==> src/rtl/cdb_arbiter.sv <==
// cdb_arbiter: shares one registered common data bus between the ALU result port
// and the LSB load-result port. Each source has a DEPTH-entry FIFO; contention is
// resolved round-robin, and the pointer moves to the loser after a contended grant.
//
// Ports:
//   clk, rst                 clock, synchronous active-high reset
//   rdy                      global ready; low freezes all state
//   rollback_flag            ROB flush: empties queues, kills next broadcast
//   valid/rob_id/result_from_alu, ready_to_alu   ALU result handshake
//   valid/rob_id/result_from_lsb, ready_to_lsb   LSB result handshake
//   cdb_valid/rob_id/result/src                  registered broadcast (src 0=ALU, 1=LSB)
module cdb_arbiter #(
  parameter int unsigned ROB_ID_WIDTH = 4,
  parameter int unsigned DATA_WIDTH   = 32,
  parameter int unsigned DEPTH        = 2
) (
  input  logic                    clk,
  input  logic                    rst,
  input  logic                    rdy,
  input  logic                    rollback_flag,
  input  logic                    valid_from_alu,
  input  logic [ROB_ID_WIDTH-1:0] rob_id_from_alu,
  input  logic [DATA_WIDTH-1:0]   result_from_alu,
  output logic                    ready_to_alu,
  input  logic                    valid_from_lsb,
  input  logic [ROB_ID_WIDTH-1:0] rob_id_from_lsb,
  input  logic [DATA_WIDTH-1:0]   result_from_lsb,
  output logic                    ready_to_lsb,
  output logic                    cdb_valid,
  output logic [ROB_ID_WIDTH-1:0] cdb_rob_id,
  output logic [DATA_WIDTH-1:0]   cdb_result,
  output logic                    cdb_src
);

  localparam int unsigned PtrW = (DEPTH > 1) ? $clog2(DEPTH) : 1;
  localparam int unsigned CntW = PtrW + 1;

  // Index 0 = ALU, index 1 = LSB throughout.
  logic [1:0]              in_valid;
  logic [ROB_ID_WIDTH-1:0] in_tag  [2];
  logic [DATA_WIDTH-1:0]   in_data [2];

  assign in_valid   = {valid_from_lsb, valid_from_alu};
  assign in_tag[0]  = rob_id_from_alu;
  assign in_tag[1]  = rob_id_from_lsb;
  assign in_data[0] = result_from_alu;
  assign in_data[1] = result_from_lsb;

  logic [ROB_ID_WIDTH-1:0] tag_mem_q  [2][DEPTH];
  logic [DATA_WIDTH-1:0]   data_mem_q [2][DEPTH];
  logic [PtrW-1:0]         head_q     [2];
  logic [PtrW-1:0]         tail_q     [2];
  logic [CntW-1:0]         cnt_q      [2];
  logic                    prio_q, prio_d;

  logic [1:0]              ready, has_head, accept, cand, gnt, push, pop;
  logic [ROB_ID_WIDTH-1:0] cand_tag  [2];
  logic [DATA_WIDTH-1:0]   cand_data [2];
  logic [ROB_ID_WIDTH-1:0] win_tag;
  logic [DATA_WIDTH-1:0]   win_data;

  logic                    cdb_valid_q;
  logic [ROB_ID_WIDTH-1:0] cdb_rob_id_q;
  logic [DATA_WIDTH-1:0]   cdb_result_q;
  logic                    cdb_src_q;

  // Ready depends only on registered count and rdy, never on the valid inputs.
  always_comb begin
    ready     = '0;
    has_head  = '0;
    accept    = '0;
    cand      = '0;
    cand_tag  = '{default: '0};
    cand_data = '{default: '0};
    for (int s = 0; s < 2; s++) begin
      ready[s]     = rdy && (cnt_q[s] < CntW'(DEPTH));
      has_head[s]  = (cnt_q[s] != '0);
      accept[s]    = in_valid[s] && ready[s] && !rollback_flag;
      cand[s]      = has_head[s] || accept[s];
      // A queued head always goes first so inputs never overtake older entries.
      cand_tag[s]  = has_head[s] ? tag_mem_q[s][head_q[s]]  : in_tag[s];
      cand_data[s] = has_head[s] ? data_mem_q[s][head_q[s]] : in_data[s];
    end
  end

  assign ready_to_alu = ready[0];
  assign ready_to_lsb = ready[1];

  always_comb begin
    gnt    = 2'b00;
    prio_d = prio_q;
    if (rdy && !rollback_flag) begin
      if (&cand) begin
        gnt[prio_q] = 1'b1;
        prio_d      = ~prio_q;  // loser gets priority next time
      end else begin
        gnt = cand;
      end
    end
  end

  // An input that wins with an empty queue bypasses storage entirely.
  assign pop      = gnt & has_head;
  assign push     = accept & ~(gnt & ~has_head);
  assign win_tag  = gnt[1] ? cand_tag[1]  : cand_tag[0];
  assign win_data = gnt[1] ? cand_data[1] : cand_data[0];

  always_ff @(posedge clk) begin
    if (rst) begin
      for (int s = 0; s < 2; s++) begin
        head_q[s] <= '0;
        tail_q[s] <= '0;
        cnt_q[s]  <= '0;
      end
      prio_q       <= 1'b0;
      cdb_valid_q  <= 1'b0;
      cdb_rob_id_q <= '0;
      cdb_result_q <= '0;
      cdb_src_q    <= 1'b0;
    end else if (rdy) begin
      if (rollback_flag) begin
        for (int s = 0; s < 2; s++) begin
          head_q[s] <= '0;
          tail_q[s] <= '0;
          cnt_q[s]  <= '0;
        end
        cdb_valid_q <= 1'b0;
      end else begin
        for (int s = 0; s < 2; s++) begin
          if (pop[s])  head_q[s] <= head_q[s] + PtrW'(1);
          if (push[s]) tail_q[s] <= tail_q[s] + PtrW'(1);
          if (push[s] && !pop[s])      cnt_q[s] <= cnt_q[s] + CntW'(1);
          else if (pop[s] && !push[s]) cnt_q[s] <= cnt_q[s] - CntW'(1);
        end
        prio_q      <= prio_d;
        cdb_valid_q <= |gnt;
        if (|gnt) begin
          cdb_rob_id_q <= win_tag;
          cdb_result_q <= win_data;
          cdb_src_q    <= gnt[1];
        end
      end
    end
  end

  // Storage has no reset; only entries between head and tail are ever read.
  always_ff @(posedge clk) begin
    for (int s = 0; s < 2; s++) begin
      if (push[s]) begin
        tag_mem_q[s][tail_q[s]]  <= in_tag[s];
        data_mem_q[s][tail_q[s]] <= in_data[s];
      end
    end
  end

  assign cdb_valid  = cdb_valid_q;
  assign cdb_rob_id = cdb_rob_id_q;
  assign cdb_result = cdb_result_q;
  assign cdb_src    = cdb_src_q;

endmodule

==> config.mk <==
export PLATFORM = sky130hd
export DESIGN_NAME = cdb_arbiter
export DESIGN_NICKNAME = d
export VERILOG_FILES = /design/src/rtl/cdb_arbiter.sv
export SDC_FILE = /design/constraint.sdc
export NUM_CORES = 1
export LEC_CHECK = 0
export BUFFER_PORTS_ARGS = -buffer_cell sky130_fd_sc_hd__buf_2
export CAP_MARGIN = 25
export CORE_ASPECT_RATIO = 1.1
export CORE_MARGIN = 8
export CORE_UTILIZATION = 43
export CTS_CLUSTER_SIZE = 40
export DETAILED_ROUTE_END_ITERATION = 8
export SYNTH_ARGS = -nofsm -noshare
export SYNTH_HDL_FRONTEND = slang
export SYNTH_SLANG_ARGS = --single-unit
==> constraint.sdc <==
create_clock -name clk -period 3.8 [get_ports clk]
set_input_delay 0.19 -clock clk [delete_from_list [all_inputs] [get_ports clk]]
set_output_delay 0.19 -clock clk [all_outputs]
set_load 0.05 [all_outputs]
==> run_results.csv <==
group,metric,value,unit
status,status,"complete, no violations",
clock_tree,clock-sinks,191,
grt,grt_pass1_wl,34100,microns
floorplanning,ios,118,
worst_setup_path,critPathLaunchType,"flop",
floorplanning,fp.dieW,151,microns
flow_run,drv_cap,0,
clock_tree,clock_latency,0.44,ns
clock_tree,clock-root-buffer,"clkbuf_16",
clock_tree,postCtsSetupBuffers,0,
worst_setup_path,worst-path-max-fanout,21,
synthesis,syn_nets,730,
grt,antenna_found_initial,0,
grt,grt_pass1_vias,6223,
worst_setup_path,required,3.90,ns
final_layout,areaGrowthSynthToFinish,24.6,%
detailed_routing,drtPass1Iterations,5,
clock_tree,htree_levels,4,
sta,worst_slew_pin_slew,0.926,ns
detailed_routing,initialDrtViolationCount,498,
synthesis,async_reset_ff_share,0,%
detailed_routing,ant_nets,0,
synthesis,synth_top_area_share,53.0,%
sta,slew-limit-headroom,38.1,%
sta,setup-violations-final,0,
sta,min_period_over_period,76.3,%
final_layout,antenna_cells,0,
clock_tree,cts_resized,0,
detailed_routing,vias,5882,
pwr,leakage,3.79,nW
synthesis,ys_seq_elements,191,
grt,grt_usage,17.9,%
sta,finClkSkew,0.0152,ns
synthesis,synth_area,8600,sq um
floorplanning,die-height,164,microns
detailed_routing,wirelength,21600,microns
detailed_routing,wl_per_cell,19.9,microns
clock_tree,cts_tree,"built",
sta,drv_slew,0,
synthesis,synth_common_cells,"152 x edfxtp_1, 120 x nor2_1, 42 x nor3_2, 39 x dfxtp_1, 38 x mux2i_1",
synthesis,yosys.cell_count.top_type,"edfxtp_1",
detailed_routing,drc_errors,0,
worst_setup_path,arrival,3.00,ns
worst_setup_path,criticalPathCategory,"reg -> reg",
placed_design,gp_congestion,0.829,
synthesis,synth_edf_count,152,
synthesis,syn_avg_cell_area,13.2,sq um
synthesis,syn_inst,651,
grt,overflow,0,
clock_tree,clk_pin_slew,0.07,ns
pwr,powerDensity,451,nW/um^2
clock_tree,clockBufferDepth,2,
synthesis,ys_types,44,
floorplanning,initial_utilization,43.6,%
pwr,peakVddDrop,0.000309,V
sta,fmax,345,MHz
floorplanning,die_area,24800,sq um
floorplanning,fp.coreArea,19700,sq um
floorplanning,rows,54,
detailed_routing,vias_per_cell,5.42,
final_layout,nNetsFinal,899,
grt,grt_start_max_net_pins,75,
sta,layout_min_cycle_time,2.90,ns
synthesis,synth.area.top_cells,"edfxtp_1 53%, dfxtp_1 9.1%, nor2_1 5.2%",
placed_design,dp_hpwl,13600,microns
sta,hold_violations,0,
sta,tns,0,ns
synthesis,synthFlopType,"edfxtp_1",
sta,rsz0062_at_grt,"false",
pwr,finalPower,4.83,mW
synthesis,yosys.area.top_type,"edfxtp_1",
hold_path,min-delay-path-class,"in -> reg",
placed_design,port_buffers,117,
synthesis,ys_warn_count,0,
worst_setup_path,crit_path_end_kind,"flop",
synthesis,yosysSeqAreaShare,62.1,%
clock_tree,cts_made_buffers,17,
final_layout,final_layout_size_suffix_gt1_share,33.5,%
==> layout make-up <==
class,instances,area [sq um]
Timing Repair Buffer,202,1490
Tap cell,252,315
Clock inverter,15,144
Inverter,3,11.3
Multi-Input combinational cell,405,2990
Fill cell,1703,9010
Sequential cell,191,5350
Clock buffer,17,425
==> power by group <==
| part | leakage (nW) | total, mW | switching, mW | internal (mW) |
|---|---|---|---|---|
| clock network | 0.277 | 1.72 | 0.848 | 0.876 |
| logic | 1.80 | 0.753 | 0.476 | 0.277 |
| registers | 1.71 | 2.35 | 0.0355 | 2.32 |
| total | 3.79 | 4.83 | 1.36 | 3.47 |
==> timing repair <==
action,CTS,global route
endpoints found under the hold margin,142,0
endpoints found under the setup margin,0,0
hold buffers,71,0
==> worst max-delay path, cell delays in order (launching register included) <==
cell	delay [ns]
edfxtp_1	0.42
inv_1	0.07
ha_1	0.34
inv_2	0.16
o21ai_0	0.17
a211oi_1	0.48
nor2b_4	0.54
buf_4	0.39
==> registers in the layout, summed over array words and instances (netlist names) <==
| register | cells |
|---|---|
| data_mem_q | 128 |
| cdb_result | 32 |
| tag_mem_q | 16 |
| cdb_rob_id | 4 |
| cnt_q | 4 |
| head_q | 2 |
| tail_q | 2 |
| cdb_src | 1 |
| cdb_valid | 1 |
| prio_q | 1 |
==> path summary, 6_finish.rpt <==
check	start	end	slack [ns]	cells after the start
worst max register to register	cnt_q[1][1]	data_mem_q[0][41]	0.90	7
worst min register to register	cdb_valid	cdb_valid	0.48	2
worst min-delay path	result_from_alu[22]	data_mem_q[0][22]	0.02	1
worst max-delay path	cnt_q[1][1]	data_mem_q[0][41]	0.90	7
==> cells in the final DEF (no fill, tap or decap), types with 4 or more instances in the layout <==
cell type and n:
nand2b_1 9, nor2_1 119, o21ai_0 6, inv_8 6
dlygate4sd3_1 71, mux2_2 36, mux2i_1 38, a32oi_1 36
clkbuf_16 17, buf_4 9, nor3_2 42, nand2_1 6
nor3_1 34, a211oi_2 20, a21oi_1 6, edfxtp_1 152
dfxtp_1 39, nor2b_1 4, buf_2 117, inv_6 4
a211oi_1 18
==> through the flow <==
stage                     cells  instance area (sq um)  hold WS [ns]  util (%)  setup WS, ns
after CTS                  1082                  10600       0.00151      54.0         0.901
after detailed placement    979                   9370         0.398      47.5         0.916
after global routing       1085                  10700        0.0180      54.3         0.714
final                      1085                  10700        0.0197      54.3         0.900
after global placement      977                   9320         0.397      47.2          1.05
after floorplan             651                   8600         0.289         -         0.360
==> per-layer routing <==
layer	vias to the layer above	track usage (%)	part of all wire, %
met5	-	0	0
met4	0	6.30	1.6
met3	22	4.38	5.7
met2	182	29.1	48
met1	2877	22.9	44
li1	2801	-	-
==> cell families (layout without fill, tap and decap cells) <==
group	Yosys count	after routing	synth area share, %
flops	191	191	62.1
buf+inv	55	237	3.53
compound gates	97	97	10.1
fa+ha+maj	1	1	0.145
mux	74	74	9.13
xor+xnor	1	1	0.102
simple gates	232	232	14.9
Power figures use the tool's default switching activity.
